## src/rtl/i2c_pkg.sv

```systemverilog
// Shared state encoding and bus constants for the I2C target.
package i2c_pkg;

  typedef enum logic [2:0] {
    ST_IDLE     = 3'd0,
    ST_ADDR     = 3'd1,
    ST_ADDR_ACK = 3'd2,
    ST_WR_DATA  = 3'd3,
    ST_WR_ACK   = 3'd4,
    ST_RD_DATA  = 3'd5,
    ST_RD_ACK   = 3'd6,
    ST_IGNORE   = 3'd7
  } state_e;

  localparam logic       ACK_BIT   = 1'b0;
  localparam logic       NACK_BIT  = 1'b1;
  localparam logic [7:0] IDLE_FILL = 8'hFF;

endpackage

```

## src/rtl/i2c_line_sync.sv

```systemverilog
// Multi-flop synchronizer for one open-drain bus line, with registered-edge detect.
// Flops reset to 1 so a released (idle) bus is assumed until the pin says otherwise.
module i2c_line_sync #(
  parameter int SYNC_STAGES = 2
) (
  input  logic clk,
  input  logic rst_n,
  input  logic line_i,
  output logic level_o,
  output logic rise_o,
  output logic fall_o
);

  logic [SYNC_STAGES-1:0] sync_q, sync_d;
  logic                   prev_q, prev_d;

  // Next values of the synchronizer chain and the edge-detect flop.
  always_comb begin
    sync_d = {sync_q[SYNC_STAGES-2:0], line_i};
    prev_d = sync_q[SYNC_STAGES-1];
  end

  // Synchronizer and edge-detect registers.
  always_ff @(posedge clk or negedge rst_n) begin
    if (!rst_n) begin
      sync_q <= '1;
      prev_q <= 1'b1;
    end else begin
      sync_q <= sync_d;
      prev_q <= prev_d;
    end
  end

  assign level_o = sync_q[SYNC_STAGES-1];
  assign rise_o  = level_o & ~prev_q;
  assign fall_o  = ~level_o & prev_q;

endmodule

```

## src/rtl/i2c_target.sv

```systemverilog
// I2C target: START/STOP detect, 7-bit address match, byte write and read via open-drain enables.
// Define I2C_TARGET_CLK_STRETCH_EN to hold SCL low while no read byte is available.
module i2c_target
  import i2c_pkg::*;
#(
  parameter logic [6:0] ADDR        = 7'h42,
  parameter int         SYNC_STAGES = 2
) (
  input  logic       clk,
  input  logic       rst_n,
  input  logic       scl_i,
  input  logic       sda_i,
  output logic       sda_oe,
  output logic       scl_oe,
  output logic [7:0] rx_data,
  output logic       rx_valid,
  input  logic [7:0] tx_data,
  input  logic       tx_valid,
  output logic       tx_ready,
  output logic       busy
);

`ifdef I2C_TARGET_CLK_STRETCH_EN
  localparam logic STRETCH_EN = 1'b1;
`else
  localparam logic STRETCH_EN = 1'b0;
`endif

  // Lines must be seen high for longer than the sync pipeline before START is trusted.
  localparam int ARM_CYCLES = SYNC_STAGES + 2;
  localparam int ARM_W      = $clog2(ARM_CYCLES + 1);

  logic scl_lvl, scl_rise, scl_fall;
  logic sda_lvl, sda_rise, sda_fall;
  logic start_det, stop_det, armed, addr_hit, load_tx, release_scl;

  state_e           state_q, state_d;
  logic [2:0]       bit_cnt_q, bit_cnt_d;
  logic             ack_ph_q, ack_ph_d;
  logic [7:0]       shift_q, shift_d;
  logic             rw_q, rw_d;
  logic [7:0]       tx_sh_q, tx_sh_d;
  logic [7:0]       rx_data_q, rx_data_d;
  logic             rx_valid_q, rx_valid_d;
  logic             tx_ready_q, tx_ready_d;
  logic             busy_q, busy_d;
  logic             sda_oe_q, sda_oe_d;
  logic             scl_oe_q, scl_oe_d;
  logic             wait_tx_q, wait_tx_d;
  logic [ARM_W-1:0] arm_cnt_q, arm_cnt_d;

  i2c_line_sync #(.SYNC_STAGES(SYNC_STAGES)) u_scl_sync (
    .clk(clk), .rst_n(rst_n), .line_i(scl_i),
    .level_o(scl_lvl), .rise_o(scl_rise), .fall_o(scl_fall)
  );

  i2c_line_sync #(.SYNC_STAGES(SYNC_STAGES)) u_sda_sync (
    .clk(clk), .rst_n(rst_n), .line_i(sda_i),
    .level_o(sda_lvl), .rise_o(sda_rise), .fall_o(sda_fall)
  );

  assign armed     = (arm_cnt_q == ARM_W'(ARM_CYCLES));
  assign start_det = sda_fall & scl_lvl & armed;
  assign stop_det  = sda_rise & scl_lvl;
  assign addr_hit  = (shift_q[6:0] == ADDR);

  // State register.
  always_ff @(posedge clk or negedge rst_n) begin
    if (!rst_n) begin
      state_q <= ST_IDLE;
    end else begin
      state_q <= state_d;
    end
  end

  // Next-state logic; STOP outranks START, and both outrank any bit event.
  always_comb begin
    state_d = state_q;
    if (stop_det) begin
      state_d = ST_IDLE;
    end else if (start_det) begin
      state_d = ST_ADDR;
    end else begin
      case (state_q)
        ST_ADDR: begin
          if (scl_rise && bit_cnt_q == 3'd7) state_d = addr_hit ? ST_ADDR_ACK : ST_IGNORE;
          else                               state_d = ST_ADDR;
        end
        ST_ADDR_ACK: begin
          if (scl_fall && ack_ph_q) state_d = rw_q ? ST_RD_DATA : ST_WR_DATA;
          else                      state_d = ST_ADDR_ACK;
        end
        ST_WR_DATA: begin
          if (scl_rise && bit_cnt_q == 3'd7) state_d = ST_WR_ACK;
          else                               state_d = ST_WR_DATA;
        end
        ST_WR_ACK: begin
          if (scl_fall && ack_ph_q) state_d = ST_WR_DATA;
          else                      state_d = ST_WR_ACK;
        end
        ST_RD_DATA: begin
          if (scl_rise && bit_cnt_q == 3'd7) state_d = ST_RD_ACK;
          else                               state_d = ST_RD_DATA;
        end
        ST_RD_ACK: begin
          if (scl_rise && ack_ph_q && sda_lvl == NACK_BIT) state_d = ST_IGNORE;
          else if (scl_fall && ack_ph_q)                   state_d = ST_RD_DATA;
          else                                             state_d = ST_RD_ACK;
        end
        ST_IDLE:   state_d = ST_IDLE;
        ST_IGNORE: state_d = ST_IGNORE;
        default:   state_d = ST_IDLE;
      endcase
    end
  end

  // Output and datapath logic. ack_ph marks the second half of a 9th-bit slot.
  always_comb begin
    bit_cnt_d   = bit_cnt_q;
    ack_ph_d    = ack_ph_q;
    shift_d     = shift_q;
    rw_d        = rw_q;
    tx_sh_d     = tx_sh_q;
    rx_data_d   = rx_data_q;
    rx_valid_d  = 1'b0;
    tx_ready_d  = 1'b0;
    busy_d      = busy_q;
    sda_oe_d    = sda_oe_q;
    wait_tx_d   = wait_tx_q;
    load_tx     = 1'b0;
    release_scl = 1'b0;

    if (armed)                   arm_cnt_d = arm_cnt_q;
    else if (scl_lvl && sda_lvl) arm_cnt_d = arm_cnt_q + ARM_W'(1);
    else                         arm_cnt_d = '0;

    if (stop_det || start_det) begin
      busy_d    = ~stop_det;
      sda_oe_d  = 1'b0;
      wait_tx_d = 1'b0;
      bit_cnt_d = 3'd0;
      ack_ph_d  = 1'b0;
    end else begin
      case (state_q)
        ST_ADDR, ST_WR_DATA: begin
          if (scl_rise) begin
            shift_d   = {shift_q[6:0], sda_lvl};
            bit_cnt_d = bit_cnt_q + 3'd1;
            ack_ph_d  = 1'b0;
            if (bit_cnt_q == 3'd7 && state_q == ST_ADDR) begin
              rw_d = sda_lvl;
            end else if (bit_cnt_q == 3'd7) begin
              rx_data_d  = {shift_q[6:0], sda_lvl};
              rx_valid_d = 1'b1;
            end else begin
              rw_d = rw_q;
            end
          end else begin
            shift_d = shift_q;
          end
        end
        ST_ADDR_ACK, ST_WR_ACK: begin
          if (scl_fall && !ack_ph_q) begin
            sda_oe_d = ~ACK_BIT;
            ack_ph_d = 1'b1;
          end else if (scl_fall) begin
            sda_oe_d  = 1'b0;
            ack_ph_d  = 1'b0;
            bit_cnt_d = 3'd0;
            load_tx   = (state_q == ST_ADDR_ACK) && rw_q;
          end else begin
            ack_ph_d = ack_ph_q;
          end
        end
        ST_RD_DATA: begin
          if (scl_rise) begin
            bit_cnt_d = bit_cnt_q + 3'd1;
            ack_ph_d  = 1'b0;
          end else if (scl_fall && bit_cnt_q != 3'd0) begin
            tx_sh_d  = {tx_sh_q[6:0], 1'b1};
            sda_oe_d = ~tx_sh_q[6];
          end else begin
            tx_sh_d = tx_sh_q;
          end
        end
        ST_RD_ACK: begin
          if (scl_fall && !ack_ph_q) begin
            sda_oe_d = 1'b0;
            ack_ph_d = 1'b1;
          end else if (scl_fall) begin
            ack_ph_d  = 1'b0;
            bit_cnt_d = 3'd0;
            load_tx   = 1'b1;
          end else begin
            ack_ph_d = ack_ph_q;
          end
        end
        default: begin
          bit_cnt_d = bit_cnt_q;
        end
      endcase

      if (load_tx && tx_valid) begin
        tx_sh_d    = tx_data;
        tx_ready_d = 1'b1;
        sda_oe_d   = ~tx_data[7];
      end else if (load_tx && STRETCH_EN) begin
        wait_tx_d = 1'b1;
        sda_oe_d  = 1'b0;
      end else if (load_tx) begin
        tx_sh_d  = IDLE_FILL;
        sda_oe_d = ~IDLE_FILL[7];
      end else if (wait_tx_q && tx_valid) begin
        // Data goes out now; SCL is let go one cycle later so SDA is settled first.
        tx_sh_d     = tx_data;
        tx_ready_d  = 1'b1;
        sda_oe_d    = ~tx_data[7];
        wait_tx_d   = 1'b0;
        release_scl = 1'b1;
      end else begin
        wait_tx_d = wait_tx_q;
      end
    end

    scl_oe_d = STRETCH_EN & (wait_tx_d | release_scl);
  end

  // Datapath and output registers.
  always_ff @(posedge clk or negedge rst_n) begin
    if (!rst_n) begin
      bit_cnt_q  <= 3'd0;
      ack_ph_q   <= 1'b0;
      shift_q    <= 8'h00;
      rw_q       <= 1'b0;
      tx_sh_q    <= 8'h00;
      rx_data_q  <= 8'h00;
      rx_valid_q <= 1'b0;
      tx_ready_q <= 1'b0;
      busy_q     <= 1'b0;
      sda_oe_q   <= 1'b0;
      scl_oe_q   <= 1'b0;
      wait_tx_q  <= 1'b0;
      arm_cnt_q  <= '0;
    end else begin
      bit_cnt_q  <= bit_cnt_d;
      ack_ph_q   <= ack_ph_d;
      shift_q    <= shift_d;
      rw_q       <= rw_d;
      tx_sh_q    <= tx_sh_d;
      rx_data_q  <= rx_data_d;
      rx_valid_q <= rx_valid_d;
      tx_ready_q <= tx_ready_d;
      busy_q     <= busy_d;
      sda_oe_q   <= sda_oe_d;
      scl_oe_q   <= scl_oe_d;
      wait_tx_q  <= wait_tx_d;
      arm_cnt_q  <= arm_cnt_d;
    end
  end

  assign sda_oe   = sda_oe_q;
  assign scl_oe   = scl_oe_q;
  assign rx_data  = rx_data_q;
  assign rx_valid = rx_valid_q;
  assign tx_ready = tx_ready_q;
  assign busy     = busy_q;

endmodule
```

## config.mk

```make
export PLATFORM = sky130hd
export DESIGN_NAME = i2c_target
export DESIGN_NICKNAME = d
export VERILOG_FILES = /design/src/rtl/i2c_pkg.sv /design/src/rtl/i2c_line_sync.sv /design/src/rtl/i2c_target.sv
export SDC_FILE = /design/constraint.sdc
export NUM_CORES = 1
export LEC_CHECK = 0
export ABC_AREA = 1
export BUFFER_PORTS_ARGS = -buffer_cell sky130_fd_sc_hd__buf_2
export CAP_MARGIN = 20
export CORE_UTILIZATION = 35
export CTS_CLUSTER_SIZE = 28
export DETAILED_ROUTE_END_ITERATION = 10
export HOLD_SLACK_MARGIN = 0.15
export PLACE_DENSITY = 0.6
export SLEW_MARGIN = 20
export SYNTH_ARGS = -nofsm -noshare
export SYNTH_HDL_FRONTEND = slang
export SYNTH_HIERARCHICAL = 1
export SYNTH_SLANG_ARGS = --single-unit
```

## constraint.sdc

```tcl
create_clock -name clk -period 1.6 [get_ports clk]
set_input_delay 0.24 -clock clk [delete_from_list [all_inputs] [get_ports clk]]
set_output_delay 0.24 -clock clk [all_outputs]
set_load 0.01 [all_outputs]
```

**Word-level counts from Yosys, hierarchy flattened**

Cells that the tools add are included.

- Register bits: 44
- Input port bits: 13

- Bitwise gates (word level): 16
- Reduce and logical (&&, ||, !) cells: 32
- Add/sub/neg operators: 2
- Muxes and demuxes: 56
- Equal/unequal tests: 21

Operators with widths:

| cell | number |
|---|---|
| two-way mux 7 bit | 6 |
| two-way mux 3 bit | 13 |
| two-way mux 1 bit | 29 |
| case mux 3 bit (8 select lines) | 1 |
| equality test 3 bit (second input constant) | 6 |
| inequality test 6 bit (second input constant) | 3 |
| AND reduction 4 bit | 3 |
| logical AND 1 bit | 11 |
| AND reduction 5 bit | 2 |
| NOT 1 bit | 9 |
| AND reduction 3 bit | 3 |
| inequality test 4 x 1 -> 1 bit (second input constant) | 2 |
| nonzero test 4 bit | 2 |
| bitwise AND 1 bit | 7 |
| equality test 7 bit (second input constant) | 1 |
| inequality test 7 bit (second input constant) | 1 |
| nonzero test 7 bit | 1 |
| adder 3 x 1 -> 3 bit (second input constant) | 2 |
| equality test 3 x 2 -> 1 bit (second input constant) | 2 |
| two-way mux 2 bit | 3 |
| inequality test 3 x 1 -> 1 bit (second input constant) | 2 |
| case mux 3 bit (2 select lines) | 1 |
| nonzero test 3 bit | 2 |
| OR reduction 3 bit | 2 |
| other kinds (10) | 13 |

**Depth between registers and ports, before layout**

Gate-level depths: netlist of the first run.

- Depth after elaboration: 10
- Depth in mapped cells: 11

**Modules after synthesis**

Netlist of the first run, hierarchy kept.

By module, submodules not included:

| module | seq. area each (µm²) | area an instance (µm²) | times used | cells an instance |
|---|---|---|---|---|
| i2c_target | 925.9 | 2075.7 | 1 | 280 |
| i2c_line_sync | 78.8 | 93.8 | 2 | 7 |

**Worst setup path before layout of the first run**

No wires, ideal clock.

- Kind: register to register
- Start: register u_scl_sync.sync_q[1]
- End: register rx_data_q[7] (netlist: rx_data[7])
- Period minus slack after synthesis: 1636 ps
- Arrival time: 1516 ps
- Setup time: 121 ps
- Buffers on the path: 1
- Data required time: 1479 ps
- Stages on the path, launching flop included: 9
- Setup slack: -36 ps
- Path through: dfstp_2 inv_1 nor2_1 nand2_1 inv_1 nand3_2 buf_2 nand2_1 o21ai_1

- Elaborated cells between the ends (all ways): 7
- Those cells by class: bitwise: 5; reduce/logical: 2

RTL lines:

| item | RTL line | RTL |
|---|---|---|
| start: declaration | i2c_line_sync.sv:14 | `logic [SYNC_STAGES-1:0] sync_q, sync_d;` |
| start signal: assignment | i2c_line_sync.sv:29 | `sync_q <= sync_d;` |
| bitwise AND 1 bit | i2c_line_sync.sv:35 | `assign rise_o = level_o & ~prev_q;` |
| net scl_rise | i2c_target.sv:33 | `logic scl_lvl, scl_rise, scl_fall;` |
| AND reduction 5 bit (no line) | -- |  |
| end signal: assignment | i2c_target.sv:250 | `rx_data_q <= rx_data_d;` |
| end: declaration | i2c_target.sv:43 | `logic [7:0] rx_data_q, rx_data_d;` |

The timed path passes the listed nets, and every way through them passes these cells.
A chain may end at the register's enable or synchronous reset.

**Final worst setup path of the first run**

- Start: register u_sda_sync.prev_q
- End: register bit_cnt_q[2]

- Longest elaborated chain between the ends: 6
- Elaborated cells between the ends (all ways): 13
- Those cells by class: eq/ne: 3; mux: 1; bitwise: 6; reduce/logical: 3

Ends and longest elaborated chain:

| item | RTL line | RTL |
|---|---|---|
| start: declaration | i2c_line_sync.sv:15 | `logic prev_q, prev_d;` |
| start signal: assignment | i2c_line_sync.sv:30 | `prev_q <= prev_d;` |
| bitwise AND 1 bit * | i2c_line_sync.sv:36 | `assign fall_o = ~level_o & prev_q;` |
| net sda_fall | i2c_target.sv:34 | `logic sda_lvl, sda_rise, sda_fall;` |
| bitwise AND 1 bit * (2 in a row) | i2c_target.sv:63 | `assign start_det = sda_fall & scl_lvl & armed;` |
| logical OR 1 bit * | i2c_target.sv:137 | `if (stop_det \|\| start_det) begin` |
| inequality test 3 bit (no line), or another cell as far along | -- |  |
| AND reduction 4 bit (no line) | -- |  |
| end signal: assignment | i2c_target.sv:245 | `bit_cnt_q <= bit_cnt_d;` |
| end: declaration | i2c_target.sv:38 | `logic [2:0] bit_cnt_q, bit_cnt_d;` |

Mark *: on every way through the listed nets, which the timed path passes. The rest lies on a longest branch.

==> summary.md, run 1 <==
| Metric | Value |
|---|---|
| Via count of the first global-routing pass | `1839` |
| CTS Buffer Depth | `2` |
| Worst setup SP type | `register` |
| WP data required | `1.80 ns` |
| Number of fill cells | `586` |
| Hold_ws | `0.1783 ns` |
| Number of diodes | `0` |
| Clk sinks | `43` |
| Post-synthesis average cell area | `7.699 um2` |
| Y dimension of the die | `82.42 um` |
| Worst r2r path cells | `10` |
| Cells traversed along the worst timing path | `inv_2 > nor2_2 > nand2_2 > nor2_4 > nor2_4 > buf_12 > o211ai_1 > nand2_1 > nand2_1 > nand2_1` |
| Clock latency of the later-clocked register in the worst-skew pair | `0.30 ns` |
| Status | `finished, violations left` |
| Router iterations before antenna repair | `4` |
| Area Overhead vs Synth | `38.20%` |
| Max stage delay on crit path | `0.54 ns` |
| Gr usage total | `15.78%` |
| Initial core utilization | `between 30% and 40%` |
| Buf/Inv on CP | `2` |
| Final setup violating endpoints | `12` |
| Cell depth of the worst setup path | `10` |
| Post-detailed-route wirelength per cell | `around 12 um` |
| Unrepaired setup endpoints after global routing | `true` |
| Kind of cell adding the most delay to the critical path | `simple AND/OR/NAND/NOR gates` |
| Final hold violation count | `0` |
| RD Place Congestion | `0.8535` |
| Die ar. | `roughly 6800 um2` |
| Yosys Warn Count | `6` |
| Layout cells sized above 1 | `38.33%` |
| Highest-count cells in the layout ignoring fill and taps | `nand2_1, inv_1, dfrtp_1, buf_4, buf_2` |
| Cell row count | `28` |
| Area of the mapped netlist | `approximately 2300 um2` |
| Number of stages on the worst hold path | `3` |
| DR DRC count | `0` |
| Maximum fanout along the worst path | `6` |
| Maximum VDD drop | `883.2 uV` |
| Nets | `around 380` |
| Wirelength, routed | `approximately 5300 um` |
| Setup Crit Path Kind | `register to register` |
| Main area contributors after synthesis | `dfrtp_1, nand2_1, inv_1, dfstp_2, o21ai_1` |
| Sum of net half-perimeters after detailed placement | `3380 um` |
| Arrival @ worst endpoint | `1.83 ns` |
| Post-synthesis instance total | `294` |
| Ports | `26` |
| Clock buffers created by TritonCTS | `5` |
| Post-synthesis sequential area ratio | `47.87%` |
| Min setup slack post-route | `-0.02773 ns` |
| Via count normalized by instance count | `4.864` |
| Setup TNS | `-0.1732 ns` |
| 1st-iter DRT viols | `111` |
| Failing checks | `negative setup slack` |
| Top achievable clock speed | `614.4 MHz` |
| Number of storage elements in the synthesis netlist | `43` |
| Crit path max-delay cell type | `dfstp_2` |
| Worst Setup End Kind | `register` |
| CTS clock-pin slew for the worst setup and hold paths | `0.10 ns` |
| Global-route wire length before repair | `roughly 8000 um` |
| Syn_nets | `312` |
| Max-Cap Viols | `0` |
| Fin crit period | `1.628 ns` |
| Library cell with the largest summed area after synthesis | `dfrtp_1` |
| Residual overflow from global routing | `0` |
| P per Cell Area | `1072 nW/um2` |
| Die extent in x | `82.42 um` |
| CTS tree | `built` |
| Portion of synthesized cell area occupied by the leading cell type | `40.91%` |
| Clock tree root driver cell | `clkbuf_8` |
| Leading cell type in the layout, fill and taps excluded | `nand2_1` |
| Total via count after detailed routing | `2116` |
| Leakage power total | `1.555 nW` |
| H-tree lvl count | `2` |
| Number of nets still failing antenna checks after routing | `0` |
| Pin count of the biggest net entering global routing | `30` |
| Cell variety after synth | `26` |
| Std-Cell Core Area | `6061 um2` |
| Min-Delay Path Class | `primary input to register` |
| Final Cycle Share | `101.7%` |
| Final worst clock skew | `0.01306 ns` |
| Initial antenna violation count | `0` |
| Count of input and output buffers | `24` |
| Cell type with the highest occurrence count on the critical path | `nand2_1` |
| Number of pins with negative max-slew slack in the final report | `0` |
[metal layers]
metal	routed length, um	up-vias	GRT usage (%)
met5	0	-	0
met4	73	0	5.088
met3	199	8	4.066
met2	2626	53	25.21
met1	2399	1011	20.77
li1	-	1044	-
[tightest hold or removal path: stages]
cell     delay (ns)
buf_2          0.08
o21ai_1        0.06
o21ai_1        0.07
[Yosys cell counts]
cell type / number
o31ai_1: 1
buf_4: 1
o21ai_1: 22
nand2_2: 1
o211ai_2: 1
o21ai_2: 4
nand4_1: 4
nor3_1: 3
dfstp_2: 6
inv_1: 43
buf_6: 2
ha_1: 5
nor2_1: 23
a21oi_1: 3
nand3_1: 20
o22ai_1: 1
nand2_1: 88
nor2_4: 2
o211ai_1: 1
nor2_2: 5
nand3_2: 4
inv_2: 7
conb_1: 1
buf_2: 3
dfrtp_1: 37
o21ai_0: 6
[cell families (layout without fill, tap and decap cells)]
logic type	count (synthesis)	after routing	share of synthesized area, %
flops	43	43	47.87
compound gates	39	39	9.895
other cells	1	1	0.1657
simple gates	150	150	29.02
buf+inv	56	122	10.28
fa+ha+maj	5	5	2.764
[power by group]
group	total [mW]	internal, mW	switching [mW]
combinational	1.22	0.502	0.718
clock	0.714	0.305	0.410
sequential	1.42	1.26	0.160
total	3.35	2.07	1.29
[sequential cells by signal, summed over array words and instances, names as in the netlist]
signal             flops
u_scl_sync/prev_q      1
arm_cnt_q              3
ack_ph_q               1
bit_cnt_q              3
shift_q                7
rw_q                   1
u_scl_sync/sync_q      2
busy                   1
rx_valid               1
tx_sh_q                7
u_sda_sync/prev_q      1
rx_data                8
tx_ready               1
sda_oe                 1
u_sda_sync/sync_q      2
state_q                3
[layout make-up]
class	instances	area (um2)	area share [%]
Clock buffer	5	68.82	2.200
Clock inverter	3	20.02	0.6400
Inverter	50	190.2	6.080
Multi-Input combinational cell	195	1116	35.68
Sequential cell	43	1085	34.68
Tap cell	75	93.84	3.000
Timing Repair Buffer	64	554.3	17.72
[path summary, 6_finish.rpt]
path	endpoint	slack, ns	from
max reg2reg	bit_cnt_q[2]	-0.03	u_sda_sync/prev_q
max	bit_cnt_q[2]	-0.03	u_sda_sync/prev_q
min in group asynchronous	bit_cnt_q[2]	0.39	rst_n
min reg2reg	u_scl_sync/sync_q[1]	0.36	u_scl_sync/sync_q[0]
max in group asynchronous	u_sda_sync/sync_q[1]	0.64	rst_n
min	tx_sh_q[0]	0.18	tx_data[0]
[through the flow]
step / power (mW) / cell area [um2] / utilization (%) / setup WS, ns / cells
global placement: 2.459 / 2658 / 43.85 / -0.03949 / 408
floorplan: 2.163 / 2268 / - / 0.02478 / 294
CTS: 3.237 / 2820 / 46.53 / -0.003948 / 422
detailed placement: 2.479 / 2658 / 43.85 / -0.08463 / 408
finish: 3.355 / 3128 / 51.61 / -0.02773 / 435
global route: 3.623 / 3128 / 51.61 / -0.1663 / 435
[what timing repair did]
action,CTS,global route
resized for setup,6,47
endpoints found under the setup margin,15,31
setup buffers,3,10
pin swaps,3,17
hold buffers,3,0
hold endpoints to repair,15,0
gates cloned,0,3
Power figures use the tool's default switching activity.
==> run 2, diff against run 1 <==
--- a/config.mk
+++ b/config.mk
@@ -8,11 +8,13 @@
 export ABC_AREA = 1
 export BUFFER_PORTS_ARGS = -buffer_cell sky130_fd_sc_hd__buf_2
 export CAP_MARGIN = 20
+export CELL_PAD_IN_SITES_DETAIL_PLACEMENT = 1
+export CELL_PAD_IN_SITES_GLOBAL_PLACEMENT = 1
 export CORE_UTILIZATION = 35
 export CTS_CLUSTER_SIZE = 28
 export DETAILED_ROUTE_END_ITERATION = 10
 export HOLD_SLACK_MARGIN = 0.15
-export PLACE_DENSITY = 0.6
+export PLACE_DENSITY = 0.75
 export SLEW_MARGIN = 20
 export SYNTH_ARGS = -nofsm -noshare
 export SYNTH_HDL_FRONTEND = slang
==> summary.md, run 2 (synthesized netlist as in run 1, its figures left out) <==
| Metric | Value |
|---|---|
| Leakage power total | `1.527 nW` |
| Power consumption | `3.594 mW` |
| Clock buffers created by TritonCTS | `5` |
| Via count normalized by instance count | `around 4.7` |
| Total via count after detailed routing | `2042` |
| Min setup slack post-route | `-0.01922 ns` |
| Maximum VDD drop | `477.9 uV` |
| Sum of net half-perimeters after detailed placement | `3967 um` |
| Flip-flop count of the largest register, all copies and words added | `8` |
| Number of nets still failing antenna checks after routing | `0` |
| Post-detailed-route wirelength per cell | `13.40 um` |
| Global-route wire length before repair | `9763 um` |
| H-tree lvl count | `2` |
| Design area | `3080 um2` |
| P per Cell Area | `1167 nW/um2` |
| Top achievable clock speed | `about 600 MHz` |
| Final non-filler cell total | `433` |
| Die ar. | `roughly 6800 um2` |
| Kind of cell adding the most delay to the critical path | `flip-flops` |
| Final setup violating endpoints | `7` |
| Y dimension of the die | `82.42 um` |
| Worst Setup End Kind | `register` |
| Worst r2r path cells | `9` |
| Final Cycle Share | `101.2%` |
| Number of pins with negative max-slew slack in the final report | `0` |
| CTS clock-pin slew for the worst setup and hold paths | `0.09 ns` |
| Clk sinks | `43` |
| Clock tree root driver cell | `clkbuf_8` |
| Final hold violation count | `0` |
| Nets | `375` |
| Status | `finished, violations left` |
| Max stage delay on crit path | `0.56 ns` |
| Hold_ws | `0.1805 ns` |
| Clock latency of the later-clocked register in the worst-skew pair | `around 0.30 ns` |
| Buf/Inv on CP | `3` |
| Count of input and output buffers | `24` |
| Utilization after layout | `between 50% and 60%` |
| Unrepaired setup endpoints after global routing | `true` |
| Area after detailed placement | `2670 um2` |
| Worst setup SP type | `register` |
| 1st-iter DRT viols | `44` |
| Fin crit period | `1.619 ns` |
| Highest-count cells in the layout ignoring fill and taps | `nand2_1, inv_1, dfrtp_1, buf_2, buf_4` |
| Layout cells sized above 1 | `37.15%` |
| Cell depth of the worst setup path | `9` |
| Leading cell type in the layout, fill and taps excluded | `nand2_1` |
| Pin count of the biggest net entering global routing | `44` |
| Std-Cell Core Area | `6061 um2` |
| RD Place Congestion | `0.8528` |
| Area Overhead vs Synth | `36.10%` |
| Cell row count | `28` |
| Via count of the first global-routing pass | `2133` |
| Router iterations before antenna repair | `4` |
| Cells traversed along the worst timing path | `nor2_2 > nand2_1 > inv_2 > nor2_4 > buf_6 > o211ai_1 > buf_4 > nand3_1 > nand2_1` |
| Number of diodes | `0` |
| Ports | `26` |
| Initial antenna violation count | `0` |
| Maximum fanout along the worst path | `7` |
| Gr usage total | `a little under a fifth` |
| Crit path max-delay cell type | `dfstp_2` |
| Arrival @ worst endpoint | `1.82 ns` |
| DR DRC count | `0` |
| Cell type with the highest occurrence count on the critical path | `nand2_1` |
| CTS Buffer Depth | `2` |
| Failing checks | `negative setup slack` |
| Post-placement cell count | `413` |
| Final worst clock skew | `a little over 0.007 ns` |
| Min-Delay Path Class | `primary input to register` |
| Number of stages on the worst hold path | `3` |
| Post-place setup slack | `-0.09140 ns` |
| WP data required | `1.80 ns` |
| Setup TNS | `-0.03558 ns` |
| Setup Crit Path Kind | `register to register` |
| Initial core utilization | `a little under two fifths` |
| Die extent in x | `82.42 um` |
| CTS tree | `built` |
| Wirelength, routed | `5801 um` |
| Max-Cap Viols | `0` |
| Residual overflow from global routing | `0` |
## run 2: changes by cell type in the layout (fill, tap and decap cells not counted), sizes merged
| cell | previous run | this run |
|---|---|---|
| bufinv | 0 | 1 |
| clkinv | 1 | 0 |
| clkinvlp | 2 | 0 |
## run 2: cell type report
| class | instances | area (um2) |
|---|---|---|
| Inverter | 50 | 190.2 |
| Timing Repair Buffer | 62 | 494.2 |
| Multi-Input combinational cell | 195 | 1111 |
| Clock inverter | 1 | 30.03 |
| Sequential cell | 43 | 1085 |
| Clock buffer | 7 | 76.32 |
| Fill cell | 742 | 2980 |
| Tap cell | 75 | 93.84 |
## run 2: what timing repair did
item,CTS,global route
setup buffers,4,4
hold endpoints to repair,39,0
pin swaps,11,12
gates resized for setup,21,34
endpoints found under the setup margin,26,30
gates cloned,0,1
hold buffers,3,0
## run 2: worst reg2reg max path: cells and delay by family, from the launching register on
family	cells	cell delay, ns
and+or+nand+nor	5	0.50
buffers and inverters	3	0.37
DFF	1	0.56
AOI/OAI and AO/OA	1	0.09
## run 2: worst paths after layout
kind                                            from                    to  slack [ns]
worst max-delay path               u_sda_sync/prev_q          bit_cnt_q[1]       -0.02
worst min-delay path                      tx_data[0]            tx_sh_q[0]        0.18
worst max register to register     u_sda_sync/prev_q          bit_cnt_q[1]       -0.02
worst min register to register  u_sda_sync/sync_q[0]  u_sda_sync/sync_q[1]        0.36
max in group asynchronous                      rst_n  u_sda_sync/sync_q[0]        0.90
min in group asynchronous                      rst_n          bit_cnt_q[0]        0.44
## run 2: per-layer routing
metal	wire length (um)	up-vias	GRT usage, %
met1	2657	976	24.04
met2	3005	21	33.06
met3	102	4	3.736
li1	-	1041	-
met5	0	-	0
met4	36	0	5.088
## run 2: power breakdown
group	internal (mW)	leakage, nW	switching [mW]	total [mW]
clock network	0.468	0.0524	0.381	0.848
registers	1.26	0.535	0.154	1.42
logic	0.562	0.940	0.768	1.33
